**src/rtl/spring_motor_ctrl_if.sv**
```systemverilog
// Spring motor controller bus: the dispense request, tray select and sensor
// inputs, plus the motor drive and status outputs, bundled for one port.
interface spring_motor_ctrl_if;
  logic       start;
  logic [2:0] tray_sel;
  logic       drop_sensor;
  logic       clear_fault;
  logic [5:0] motor_en;
  logic       busy;
  logic       done;
  logic       sel_err;
  logic       jam;
  logic [2:0] retry_cnt;

  // Requester side: the vending machine and the sensor front end.
  modport master (
    output start, tray_sel, drop_sensor, clear_fault,
    input  motor_en, busy, done, sel_err, jam, retry_cnt
  );

  // Controller side.
  modport slave (
    input  start, tray_sel, drop_sensor, clear_fault,
    output motor_en, busy, done, sel_err, jam, retry_cnt
  );
endinterface

```
**src/rtl/spring_motor_ctrl.sv**
```systemverilog
// Spring motor controller: drives one of six tray motors for a timed
// rotation, waits for the product to drop, retries a limited number of times
// and latches a jam fault that only an operator clear can release.
module spring_motor_ctrl #(
  parameter int unsigned ROT_CYCLES    = 100,
  parameter int unsigned SETTLE_CYCLES = 20,
  parameter int unsigned MAX_RETRY     = 2
) (
  input  logic                 clk,
  input  logic                 rst,
  spring_motor_ctrl_if.slave   bus
);

  localparam logic [2:0] S_IDLE   = 3'd0;
  localparam logic [2:0] S_ROTATE = 3'd1;
  localparam logic [2:0] S_SETTLE = 3'd2;
  localparam logic [2:0] S_DONE   = 3'd3;
  localparam logic [2:0] S_JAM    = 3'd4;

  localparam logic [15:0] ROT_LOAD    = 16'(ROT_CYCLES);
  localparam logic [15:0] SETTLE_LOAD = 16'(SETTLE_CYCLES);
  localparam logic [2:0]  RETRY_LIMIT = 3'(MAX_RETRY);

  logic [2:0]  state;
  logic [2:0]  tray;
  logic [15:0] timer;
  logic [5:0]  motor;
  logic [2:0]  retry;
  logic        sel_err_q;
  logic        expiring;

  function automatic logic [5:0] tray_onehot(input logic [2:0] t);
    logic [5:0] base;
    base = 6'b000001;
    return base << t;
  endfunction

  // The load value counts the cycle being entered, so a timer reading 1 marks
  // the last cycle of the phase; <= 1 keeps a zero timer from ever wrapping.
  always_comb begin
    expiring = (timer <= 16'd1);
  end

  // Main FSM; motor drive is registered so it is one-hot or zero every cycle.
  always_ff @(posedge clk or posedge rst) begin
    if (rst) begin
      state     <= S_IDLE;
      tray      <= '0;
      timer     <= '0;
      motor     <= '0;
      retry     <= '0;
      sel_err_q <= 1'b0;
    end else begin
      sel_err_q <= 1'b0;
      case (state)
        S_IDLE: begin
          if (bus.start) begin
            if (bus.tray_sel <= 3'd5) begin
              tray  <= bus.tray_sel;
              retry <= '0;
              timer <= ROT_LOAD;
              motor <= tray_onehot(bus.tray_sel);
              state <= S_ROTATE;
            end else begin
              sel_err_q <= 1'b1;
            end
          end
        end
        S_ROTATE: begin
          if (bus.drop_sensor) begin
            motor <= '0;
            state <= S_DONE;
          end else if (expiring) begin
            motor <= '0;
            timer <= SETTLE_LOAD;
            state <= S_SETTLE;
          end else begin
            timer <= timer - 16'd1;
          end
        end
        S_SETTLE: begin
          if (bus.drop_sensor) begin
            state <= S_DONE;
          end else if (expiring) begin
            if (retry < RETRY_LIMIT) begin
              retry <= retry + 3'd1;
              timer <= ROT_LOAD;
              motor <= tray_onehot(tray);
              state <= S_ROTATE;
            end else begin
              timer <= '0;
              state <= S_JAM;
            end
          end else begin
            timer <= timer - 16'd1;
          end
        end
        S_DONE: begin
          state <= S_IDLE;
        end
        S_JAM: begin
          if (bus.clear_fault) begin
            state <= S_IDLE;
          end
        end
        default: begin
          motor <= '0;
          state <= S_IDLE;
        end
      endcase
    end
  end

  assign bus.motor_en  = motor;
  assign bus.busy      = (state != S_IDLE);
  assign bus.done      = (state == S_DONE);
  assign bus.jam       = (state == S_JAM);
  assign bus.sel_err   = sel_err_q;
  assign bus.retry_cnt = retry;

endmodule

```
**src/flat_wrapper.sv**
```systemverilog
// flat-port wrapper written by rule: the top's interface ports become plain ports
module spring_motor_ctrl_flat 
#(
  parameter int unsigned ROT_CYCLES    = 100,
  parameter int unsigned SETTLE_CYCLES = 20,
  parameter int unsigned MAX_RETRY     = 2
)
  (clk, rst, bus_start, bus_tray_sel, bus_drop_sensor, bus_clear_fault, bus_motor_en, bus_busy, bus_done, bus_sel_err, bus_jam, bus_retry_cnt);
  spring_motor_ctrl_if bus_i ();
  input  logic clk;
  input  logic rst;
  input wire logic [$bits(bus_i.start)-1:0] bus_start;
  input wire logic [$bits(bus_i.tray_sel)-1:0] bus_tray_sel;
  input wire logic [$bits(bus_i.drop_sensor)-1:0] bus_drop_sensor;
  input wire logic [$bits(bus_i.clear_fault)-1:0] bus_clear_fault;
  output wire logic [$bits(bus_i.motor_en)-1:0] bus_motor_en;
  output wire logic [$bits(bus_i.busy)-1:0] bus_busy;
  output wire logic [$bits(bus_i.done)-1:0] bus_done;
  output wire logic [$bits(bus_i.sel_err)-1:0] bus_sel_err;
  output wire logic [$bits(bus_i.jam)-1:0] bus_jam;
  output wire logic [$bits(bus_i.retry_cnt)-1:0] bus_retry_cnt;
  assign bus_i.start = bus_start;
  assign bus_i.tray_sel = bus_tray_sel;
  assign bus_i.drop_sensor = bus_drop_sensor;
  assign bus_i.clear_fault = bus_clear_fault;
  assign bus_motor_en = bus_i.motor_en;
  assign bus_busy = bus_i.busy;
  assign bus_done = bus_i.done;
  assign bus_sel_err = bus_i.sel_err;
  assign bus_jam = bus_i.jam;
  assign bus_retry_cnt = bus_i.retry_cnt;
  spring_motor_ctrl #(.ROT_CYCLES(ROT_CYCLES), .SETTLE_CYCLES(SETTLE_CYCLES), .MAX_RETRY(MAX_RETRY)) u_core (.clk(clk), .rst(rst), .bus(bus_i));
endmodule
```
**config.mk**
```make
export PLATFORM = sky130hd
export DESIGN_NAME = spring_motor_ctrl_flat
export DESIGN_NICKNAME = d
export VERILOG_FILES = /design/src/rtl/spring_motor_ctrl_if.sv /design/src/rtl/spring_motor_ctrl.sv /design/src/flat_wrapper.sv
export SDC_FILE = /design/constraint.sdc
export NUM_CORES = 1
export LEC_CHECK = 0
export ABC_AREA = 1
export ABC_CLOCK_PERIOD_IN_PS = 1500
export CAP_MARGIN = 40
export CORE_MARGIN = 3
export CORE_UTILIZATION = 40
export CTS_CLUSTER_DIAMETER = 30
export DETAILED_ROUTE_END_ITERATION = 12
export DONT_BUFFER_PORTS = 1
export GPL_ROUTABILITY_DRIVEN = 0
export GPL_TIMING_DRIVEN = 0
export HOLD_SLACK_MARGIN = 0.12
export PLACE_DENSITY_LB_ADDON = 0.25
export RECOVER_POWER = 25
export SLEW_MARGIN = 20
export SYNTH_ARGS = -nofsm -noshare
export SYNTH_HDL_FRONTEND = slang
export SYNTH_SLANG_ARGS = --single-unit
export TNS_END_PERCENT = 30
```
**constraint.sdc**
```tcl
create_clock -name clk -period 1.5 [get_ports clk]
set_input_delay 0.3 -clock clk [delete_from_list [all_inputs] [get_ports clk]]
set_output_delay 0.3 -clock clk [all_outputs]
set_load 0.01 [all_outputs]
```
# Yosys cells after proc, flatten, opt, wreduce, memory -nomap -nowiden
# Index checks and enable logic that the tools add are counted.
[op_classes]
add_sub_neg = 2
multipliers = 0
div = 0
order_cmp = 3
eq_ne = 13
shift = 2
muxes = 34
n_bitwise = 1
reduce_logical = 10
[op_table]
columns = ["operator", "n"]
rows = [
  ["$mux W16", 6],
  ["$pmux W16 S3", 1],
  ["$mux W6", 7],
  ["$mux W3", 13],
  ["$pmux W6 S4", 1],
  ["$le A16 B1 Y1 const B", 1],
  ["$sub A16 B1 Y16 const B", 1],
  ["$pmux W3 S4", 1],
  ["$shl A1 B3 Y6 const A", 2],
  ["$reduce_and A5 Y1", 2],
  ["$ne A2 B2 Y1 const B", 4],
  ["$mux W7", 1],
  ["$reduce_and A7 Y1", 1],
  ["$eq A3 B2 Y1 const B", 2],
  ["$ne A2 B1 Y1 const B", 3],
  ["$ne A3 B2 Y1 const B", 2],
  ["$pmux W3 S2", 1],
  ["$reduce_and A6 Y1", 1],
  ["$reduce_bool A3 Y1", 2],
  ["$add A3 B1 Y3 const B", 1],
  ["$eq A3 B1 Y1 const B", 1],
  ["$eq A3 B3 Y1 const B", 1],
  ["$le A3 B3 Y1 const B", 1],
  ["$logic_not A3 Y1", 1],
  ["6 further kinds", 8],
]
[totals]
register_bits = 32
latchBits = 0
mem_bits_rw = 0
rom_bits = 0
inputBits = 8
output_inout_bits = 13
wordCells = 71
mem_count = 0

# Logic depth before layout (Yosys ltp)
[depth]
ltp_word = 5
depth_mapped = 11
mapped_depth_nobuf = 10

# Least setup slack after synthesis
# Ideal clock, no wire load.
[synth_timing]
path_kind = "register -> register"
start = "reg u_core.timer[0]"
end = "reg u_core.motor[0], in the netlist u_core.bus.motor_en[0]"
arrival_ps = 1487
required_ps = 1383
setup_slack_ps = -104
path_stages_with_launch = 10
n_path_buf = 0
synth_period_minus_slack_ps = 1604
cell_sequence = "dfrtp_1 > inv_1 > ha_1 > o21ai_0 > nor2_2 > nand3_2 > o21ai_4 > nand2_4 > nand2_1 > nand2_1"
[synth_between]
elab_chain_cells = 3
elab_cells_between_ends = 4
[synth_rtl]
columns = ["item", "line_no", "text"]
rows = [
  ["start: declaration", "spring_motor_ctrl.sv:26", "logic [15:0] timer;"],
  ["start signal: assignment", "spring_motor_ctrl.sv:78", "timer <= timer - 16'd1;"],
  ["start signal: assignment", "spring_motor_ctrl.sv:95", "timer <= timer - 16'd1;"],
  ["$le A16 B1 Y1 *", "spring_motor_ctrl.sv:41", "expiring = (timer <= 16'd1);"],
  ["$ne A3 B2 Y1 (no line) / $ne A2 B1 Y1 (equally long branches)", "-", ""],
  ["$reduce_and A7 Y1 (no line) *", "-", ""],
  ["end signal: assignment", "spring_motor_ctrl.sv:62", "motor <= tray_onehot(bus.tray_sel);"],
  ["end signal: assignment", "spring_motor_ctrl.sv:88", "motor <= tray_onehot(tray);"],
  ["end: declaration", "spring_motor_ctrl.sv:27", "logic [5:0] motor;"],
]
# Every way passes the cells marked *; elsewhere a longest branch is shown, timed or not.
# A chain may end at the register's enable or synchronous reset.

# Worst setup path in the final report
[layout_timing]
start = "reg u_core.timer[0]"
end = "reg u_core.motor[5], in the netlist u_core.bus.motor_en[5]"
# Same word-level chain as after synthesis.

==> reports/qor.yml <==
n_antenna_cell: 0
r2r-start: "u_core.timer[0]$_DFFE_PP0P_"
whs_path_depth: 2
layout_setup_ws_ns: -0.217
cts-htree-levels: 2
power.density_nw_per_um2: 2160
io_buffers: 0
antenna_found_initial: 0
critPathArrivalTime_ns: 1.90
synth_common_cells: "85 x nand2_1, 44 x nor2_1, 37 x inv_1"
yosysMostFrequentCell: "nand2_1"
max_freq_mhz: 583
fin_skew_ns: 0.00681
clock_latency_ns: 0.29
dr.first_iter.drc_count: 112
fill_cells: 487
grt_max_degree: 33
postRouteWirelength_mm: 4.83
post_drt_wl_per_cell_um: 12.6
crit_path_max_incr_delay_ns: 0.45
post-route-util_pct: 52.1
syn-num-nets: 306
clk_pin_slew_worst_paths_ns: 0.07
holdPathEnd: "u_core.bus.sel_err$_DFF_PP0_"
grt_pass1_wl_mm: 8.28
clk_path_buf_depth: 2
die_w_um: 77.6
hold_ws_ns: 0.145
rrSetupSlack_ns: -0.22
cts_sinks: 32
cts_made_buffers: 5
peakVddDrop_v: 0.000820
cp-end-kind: "register"
synth_edf_count: 0
max-slew-margin-rel_pct: 54.0
num_vias: 1883
setup_viol: 28
post-route-drc-count: 0
die_area_um2: 6030
die_y_um: 77.6
timing.critical_path.cells: "inv_2 > ha_4 > o21ai_4 > nor2_4 > nand3_4 > o21ai_4 > buf_12 > nand2_8 > nand2_1 > nand2_1"
area_delta_synth_final_pct: 23.2
ys.warnings.count: 0
reg2reg_depth: 10
tightest_slew_ns: 0.690
slew_violations: 0
final_hold_viol_count: 0
start_util_pct: 42.3
final.min_clock_period_ns: 1.72
crit_path_max_fanout: 7
grt_pass1_vias: 1748
async_flop_share_pct: 100
cap_violations: 0
layout-drive-gt1-share_pct: 21.8
p_leak_nw: 1.34
synthDistinctLibCells: 28
rsz0062_at_grt: "yes"
cts_tree: "built"
yosys.area.top_type_share_pct: 39.0
fin_nets: 326
ios: 21
hold_path.class: "in2reg"
cp.required_ns: 1.69
cts_root_buf: "clkbuf_8"
antenna_left: 0
path_class: "reg2reg"
period_share_pct: 114
track_usage_pct: 17.1
crit_slowest_cell: "dfrtp_2"
holdCritStartpoint: "bus_tray_sel[2]"
setup.worst_path.start_class: "register"
synthFlopType: "dfrtp_1"
drt_pre_antenna_iters: 4
synth_cells: 295
vias_per_cell: 4.92
r2r-end: "u_core.bus.motor_en[5]$_DFFE_PP0P_"
totalPowerFinal_mw: 5.45
synth_seq_cells: 32
ys_seq_area_share_pct: 39.0
core_um2: 4850
synth.area.top_cells: "dfrtp_1 39%, nand2_1 16%, nor2_1 8.0%"
status: "finished with violations"
violations: "negative setup slack"
grt_overflow: 0
yosysTopAreaCell: "dfrtp_1"
rows: 25
post-dp-hpwl_mm: 3.39
synth_area_um2: 2050
syn_area_per_cell_um2: 6.96
critical path: cells and delay by family (launching register included):
| family | cells | cell delay (ns) |
|---|---|---|
| AO/OA/AOI/OAI | 2 | 0.29 |
| adder cells (fa/ha/maj) | 1 | 0.16 |
| buffers and inverters | 2 | 0.24 |
| flip-flops | 1 | 0.45 |
| AND/OR/NAND/NOR | 5 | 0.47 |
per-stage QoR:
step	cells	TNS, ns	setup slack [ns]	cell area [µm²]
after floorplan	295	-0.766	-0.0898	2070
after global routing	383	-6.27	-0.311	2530
after global placement	362	-5.21	-0.301	2150
after detailed placement	362	-5.71	-0.328	2150
final	383	-3.34	-0.217	2530
after CTS	378	-2.18	-0.148	2430
report_power, final:
group          internal, mW  switching, mW  leakage, nW  total [mW]
logic                  1.19           1.95        0.861        3.15
registers              1.15          0.323        0.422        1.48
clock network         0.491          0.337       0.0541       0.828
total                  2.84           2.61         1.34        5.45
worst max path at each step:
stage | start | endpoint | slack (ns) | depth (start not counted)
4_1_cts | u_core.timer[0]$_DFFE_PP0P_ | u_core.bus.motor_en[4]$_DFFE_PP0P_ | -0.15 | 10
3_3_place_gp | u_core.timer[0]$_DFFE_PP0P_ | u_core.bus.motor_en[1]$_DFFE_PP0P_ | -0.30 | 9
5_1_grt | u_core.timer[0]$_DFFE_PP0P_ | u_core.bus.retry_cnt[0]$_DFFE_PP0P_ | -0.31 | 10
6_report | u_core.timer[0]$_DFFE_PP0P_ | u_core.bus.motor_en[5]$_DFFE_PP0P_ | -0.22 | 10
2_1_floorplan | u_core.timer[0]$_DFFE_PP0P_ | u_core.bus.motor_en[2]$_DFFE_PP0P_ | -0.09 | 9
3_5_place_dp | u_core.timer[1]$_DFFE_PP0P_ | u_core.bus.motor_en[1]$_DFFE_PP0P_ | -0.33 | 9
registers in the layout, indices dropped and copies added, names as in the netlist:
name / cells
u_core.timer: 16
u_core.bus.motor_en: 6
u_core.bus.retry_cnt: 3
u_core.state: 3
u_core.tray: 3
u_core.bus.sel_err: 1
timing repair:
item	4_1_cts	5_1_grt
setup buffers	7	5
hold buffers	1	0
gates resized for setup	21	19
pin swaps	10	8
endpoints found under the setup margin	28	29
endpoints found under the hold margin	32	0
layout by cell type (no fill, tap or decap), types with 4 or more instances in the layout:
cell      Yosys  routed
a21oi_1       6       6
nor2_1       44      42
nand3_1      28      25
nor2_4        2       6
nor3_1        5       4
o21ai_0      12       7
nand2_1      85      77
o21ai_1       1       5
nand2_4       2       5
dfrtp_1      32      30
inv_2         1       6
buf_4         1       9
nor2_2        7       5
nand4_1       7       7
clkbuf_8      0       5
inv_1        37      32
nand2_2       4       8
metal layers:
metal,share of wire (%),GRT usage (%)
met1,48,23.5
met2,46,26.5
met3,4.1,3.36
met4,1.5,6.41
met5,0,0
cells by family after synthesis:
family,synth area share [%]
adders and majority gates,1.83
AOI/OAI and AO/OA,7.62
xor gates and xnor gates,1.71
DFF,39.0
and+or+nand+nor,42.0
buffers and inverters,7.87
final cells by class:
type	instances	area, µm²	share of cell area (%)
tap	67	83.8	3.32
sequential	32	803	31.8
timing repair buffer	13	129	5.10
clock buffer	5	68.8	2.72
clock inverter	3	42.5	1.68
buffer	2	22.5	0.891
inverter	38	143	5.64
multi-input combinational	223	1230	48.9
Note: power is estimated with default switching activity, not from simulation.
